<file path="config.mk">
export PLATFORM = sky130hd
export DESIGN_NAME = stream_merge_2to1
export DESIGN_NICKNAME = d
export VERILOG_FILES = /design/src/rtl/stream_merge_2to1.sv
export SDC_FILE = /design/constraint.sdc
export NUM_CORES = 1
export LEC_CHECK = 0
export BUFFER_PORTS_ARGS = -buffer_cell sky130_fd_sc_hd__buf_2
export CORE_MARGIN = 4
export CORE_UTILIZATION = 40
export DETAILED_ROUTE_END_ITERATION = 6
export PLACE_DENSITY = 0.84
export SYNTH_ARGS = -nofsm -noshare
export SYNTH_HDL_FRONTEND = slang
export SYNTH_SLANG_ARGS = --single-unit
</file>
<file path="constraint.sdc">
create_clock -name clk -period 1.92 [get_ports clk]
set_clock_uncertainty 0.2 [all_clocks]
set_input_delay 0.192 -clock clk [delete_from_list [all_inputs] [get_ports clk]]
set_output_delay 0.192 -clock clk [all_outputs]
set_load 0.02 [all_outputs]
</file>
<file path="src/rtl/stream_merge_2to1.sv">
// rtl/stream_merge_2to1.sv - 2-to-1 valid/ready stream merge, packet-level round-robin
module stream_merge_2to1 #(
  parameter int DATA_W = 8
) (
  input  logic              clk,
  input  logic              rst_n,
  input  logic              in0_valid,
  input  logic [DATA_W-1:0] in0_data,
  input  logic              in0_last,
  output logic              in0_ready,
  input  logic              in1_valid,
  input  logic [DATA_W-1:0] in1_data,
  input  logic              in1_last,
  output logic              in1_ready,
  output logic              out_valid,
  output logic [DATA_W-1:0] out_data,
  output logic              out_last,
  output logic              out_src,
  input  logic              out_ready
);

  typedef enum logic [1:0] {IDLE = 2'd0, LOCK0 = 2'd1, LOCK1 = 2'd2} state_t;

  state_t            state, state_nxt;
  logic              rr, rr_nxt;
  logic              load;
  logic              gnt_vld, gnt_ch;
  logic              acc, acc_last;
  logic [DATA_W-1:0] acc_data;

  assign load = ~out_valid | out_ready;

  // A locked channel keeps the grant even while its valid is low mid-packet.
  always_comb begin
    gnt_vld = 1'b0;
    gnt_ch  = 1'b0;
    case (state)
      IDLE: begin
        if (in0_valid && in1_valid) begin
          gnt_vld = 1'b1;
          gnt_ch  = rr;
        end else if (in0_valid) begin
          gnt_vld = 1'b1;
        end else if (in1_valid) begin
          gnt_vld = 1'b1;
          gnt_ch  = 1'b1;
        end
      end
      LOCK0: gnt_vld = 1'b1;
      LOCK1: begin
        gnt_vld = 1'b1;
        gnt_ch  = 1'b1;
      end
      default: ;
    endcase
  end

  // rst_n gating keeps both readys low while reset is held.
  assign in0_ready = rst_n & load & gnt_vld & ~gnt_ch;
  assign in1_ready = rst_n & load & gnt_vld & gnt_ch;

  assign acc      = gnt_ch ? (in1_valid & in1_ready) : (in0_valid & in0_ready);
  assign acc_data = gnt_ch ? in1_data : in0_data;
  assign acc_last = gnt_ch ? in1_last : in0_last;

  always_comb begin
    state_nxt = state;
    rr_nxt    = rr;
    if (acc) begin
      if (acc_last) begin
        state_nxt = IDLE;
        rr_nxt    = ~gnt_ch;
      end else begin
        state_nxt = gnt_ch ? LOCK1 : LOCK0;
      end
    end
  end

  always_ff @(posedge clk or negedge rst_n) begin
    if (!rst_n) begin
      state     <= IDLE;
      rr        <= 1'b0;
      out_valid <= 1'b0;
      out_data  <= '0;
      out_last  <= 1'b0;
      out_src   <= 1'b0;
    end else begin
      state <= state_nxt;
      rr    <= rr_nxt;
      if (acc) begin
        out_valid <= 1'b1;
        out_data  <= acc_data;
        out_last  <= acc_last;
        out_src   <= gnt_ch;
      end else if (out_ready) begin
        out_valid <= 1'b0;
      end
    end
  end

endmodule
</file>
==> impl_metrics.csv <==
group,metric,value,unit
outcome,outcome,"complete, but fails checks",
outcome,violations,"negative setup slack",
placed_design,post-place-ws,-0.0307,ns
sta,clock.fmax,494,MHz
die,die-area,2730,um^2
pwr,switching_power,0.133,mW
synth,synth.lib_cells_used.distinct,22,
cts,cts_tree,"yes",
synth,synth.yosys.seq_area_share,44.7,%
placed_design,placement.cell_area,1030,um^2
sta,finalCriticalPeriod,2.03,ns
global_route,grt_first_pass_wirelength,4460,um
routing,routed_wirelength,2750,um
pwr,vdd_ir_drop_max,0.504,mV
die,placementRows,15,
sta,grt_setup_unrepaired,"true",
sta,fin_ws,-0.105,ns
synth,synth.yosys.warnings,0,
placed_design,globalplace.congestion,0.771,
cts,clkTransAtPathRegs,0.09,ns
die,initial_utilization,44.0,%
synth,yosys-top-cells-area,"dfrtp_1, mux2i_1, o21ai_0",
setup_path,element_type_at_the_critical_path_start,"register",
synth,syn-mean-instance-area,10.2,um^2
synth,synth.most_common_cell,"o21ai_0",
cts,clock-sinks,14,
min_path,worst_hold_path_type,"input pin to register",
cts,clockRootBuffer,"clkbuf_4",
die,floorplan.die.width,52.3,um
cts,max-clock-path-buffers,2,
die,die_height,52.3,um
pwr,power_density,415,nW/um^2
setup_path,critical_path_required,1.53,ns
routing,drcViolationCount,0,
final_layout,flow.area_growth_from_synthesis,67.6,%
die,core_area,1780,um^2
placed_design,port_buffers,35,
global_route,grt_pass1_vias,957,
synth,synth_nets,103,
global_route,grt_antenna_before_repair,0,
setup_path,setup.worst_path.end_class,"output port",
synth,synth_top_cell_area_share,44.7,%
sta,worst_slew_pin_slew,0.277,ns
synth,synthesis.area,785,um^2
final_layout,final_design_area_no_fill,1320,um^2
setup_path,cpPeakStageDelay,0.40,ns
setup_path,worstPathCellList,"inv_2 > ha_4 > o21a_4 > o2111ai_4 > and2b_1 > buf_6",
final_layout,antenna_fix_cells,0,
pwr,power.sequential.fraction,53.9,%
sta,finalSetupViolations,10,
final_layout,final.fill_count,124,
cts,cts-htree-levels,1,
routing,ant_nets,0,
synth,synth-main-ff-cell,"dfrtp_1",
synth,post_synth_inst_count,77,
cts,cts_inserted_buffers,3,
synth,synthTopCellsByCount,"o21ai_0, dfrtp_1, mux2i_1, o21ai_1, inv_1",
setup_path,worstPathArrival,1.63,ns
sta,report.final.slew_viol_count,0,
synth,synth_enable_flop_cells,0,
sta,period_share,105,%
synth,async_flop_share,100,%
global_route,globalRouteOverflowTotal,0,
global_route,grt_start_max_net_pins,15,
pwr,power.total,0.546,mW
synth,synth_largest_area_cell,"dfrtp_1",
pwr,leakage,0.706,nW
global_route,groute.usage.overall,22.9,%
routing,routed-via-count,887,
pwr,pwr-share-comb,14.3,%
pwr,power.switching_fraction,24.4,%
setup_path,crit_path_max_fanout,4,
setup_path,cp_num_buf_inv,2,
routing,detail_route.iter0.violations,25,
cts,worst_skew_pair.late_latency,0.29,ns
placed_design,place.detailed.hpwl,1560,um
setup_path,critPathKind,"register to output port",
final_layout,final_layout_size_suffix_gt1_share,46.1,%
pwr,power.clock.fraction,31.8,%
final_layout,finish.net_count,169,
setup_path,crit_slowest_cell,"dfrtp_1",
routing,drt-vias-per-instance,5.34,
run,maxCapViolations,0,
sta,slew_headroom,81.3,%
routing,routedWlPerCell,16.6,um
setup_path,largest_delay_share_family_worst_path,"flip-flops",
routing,detailedRoute.firstPassIterationCount,4,
pwr,internal_power,0.413,mW
synth,synth.ff_latch_count,14,
die,count_of_pins_on_the_block_boundary,36,
sta,hold_viol,0,
[power by group through the flow]
stage          Sequential, mW  Combinational [mW]  Clock, mW
6_report                0.295              0.0781      0.174
5_1_grt                 0.295              0.0863      0.197
4_1_cts                 0.295              0.0726      0.175
3_5_place_dp            0.300              0.0488          0
3_3_place_gp            0.300              0.0472          0
2_1_floorplan           0.301              0.0127          0
[final cells by class]
type / count / area [um^2] / area share, %
clock buffer: 3 / 22.5 / 1.71
timing repair buffer: 64 / 450 / 34.3
sequential: 14 / 350 / 26.6
tap: 25 / 31.3 / 2.38
multi-input combinational: 54 / 438 / 33.3
inverter: 6 / 22.5 / 1.71
[sequential cells by signal (all words and copies together), names as in the netlist]
signal / flops
out_data: 8
state: 2
out_last: 1
out_src: 1
out_valid: 1
rr: 1
[metrics by stage]
step | TNS, ns | util, % | hold WS, ns | instances
floorplan | 0 | - | -0.304 | 77
global placement | 0 | 57.8 | -0.00365 | 141
detailed placement | -0.0924 | 57.8 | -0.00893 | 141
CTS | -0.211 | 72.3 | 0.00542 | 164
global route | -1.38 | 73.8 | 0.0265 | 166
finish | -0.437 | 73.8 | 0.00412 | 166
[layer usage]
| layer | part of all wire, % | vias to the layer above | global-route usage [%] |
|---|---|---|---|
| met2 | 56 | 47 | 44.8 |
| li1 | - | 404 | - |
| met4 | 3.0 | 0 | 7.23 |
| met3 | 7.5 | 12 | 5.98 |
| met5 | 0 | - | 0 |
| met1 | 34 | 424 | 22.9 |
[cells in the final DEF (no fill, tap or decap), drive strengths merged]
| cell type | instances |
|---|---|
| buf | 49 |
| o21ai | 24 |
| dlygate4sd3 | 15 |
| dfrtp | 14 |
| mux2i | 9 |
| inv | 6 |
| clkbuf | 3 |
| nor2 | 3 |
| ha | 3 |
| nand2b | 2 |
| nand2 | 2 |
| o21a | 2 |
| or2 | 2 |
| o2111ai | 1 |
| a31oi | 1 |
| and2b | 1 |
| or4b | 1 |
| a2bb2oi | 1 |
| or4 | 1 |
| o211ai | 1 |
[worst register-to-register path, stage by stage (launching register included)]
cell,delay [ns]
dfrtp_1,0.38
inv_2,0.07
ha_1,0.23
buf_4,0.15
a31oi_4,0.18
buf_6,0.14
buf_4,0.15
mux2i_2,0.24
o21ai_1,0.11
[final timing paths]
check                                         from                 endpoint  slack [ns]  cells after the start
max                           state[1]$_DFFE_PN0P_                in0_ready       -0.11                      6
min                                    in0_data[6]  out_data[6]$_DFFE_PN0P_       0.004                      3
max reg2reg                   state[0]$_DFFE_PN0P_  out_data[0]$_DFFE_PN0P_       -0.07                      8
min reg2reg                out_data[2]$_DFFE_PN0P_  out_data[2]$_DFFE_PN0P_        0.32                      2
max in group asynchronous                    rst_n           rr$_DFFE_PN0P_        1.08                      3
min in group asynchronous                    rst_n  out_data[0]$_DFFE_PN0P_        0.27                      3
[what timing repair did]
item,CTS,global route
gates resized for setup,14,4
setup endpoints to repair,13,14
pin swaps,1,2
hold buffers,15,0
hold endpoints to repair,22,0
gates cloned,0,1
setup buffers,5,1
[logic make-up after synthesis]
| group | synth area share [%] |
|---|---|
| DFF | 44.7 |
| adders and majority gates | 4.79 |
| muxes | 11.5 |
| AOI/OAI and AO/OA | 25.5 |
| and+or+nand+nor | 7.98 |
| buffers and inverters | 5.58 |
Power figures use the tool's default switching activity.
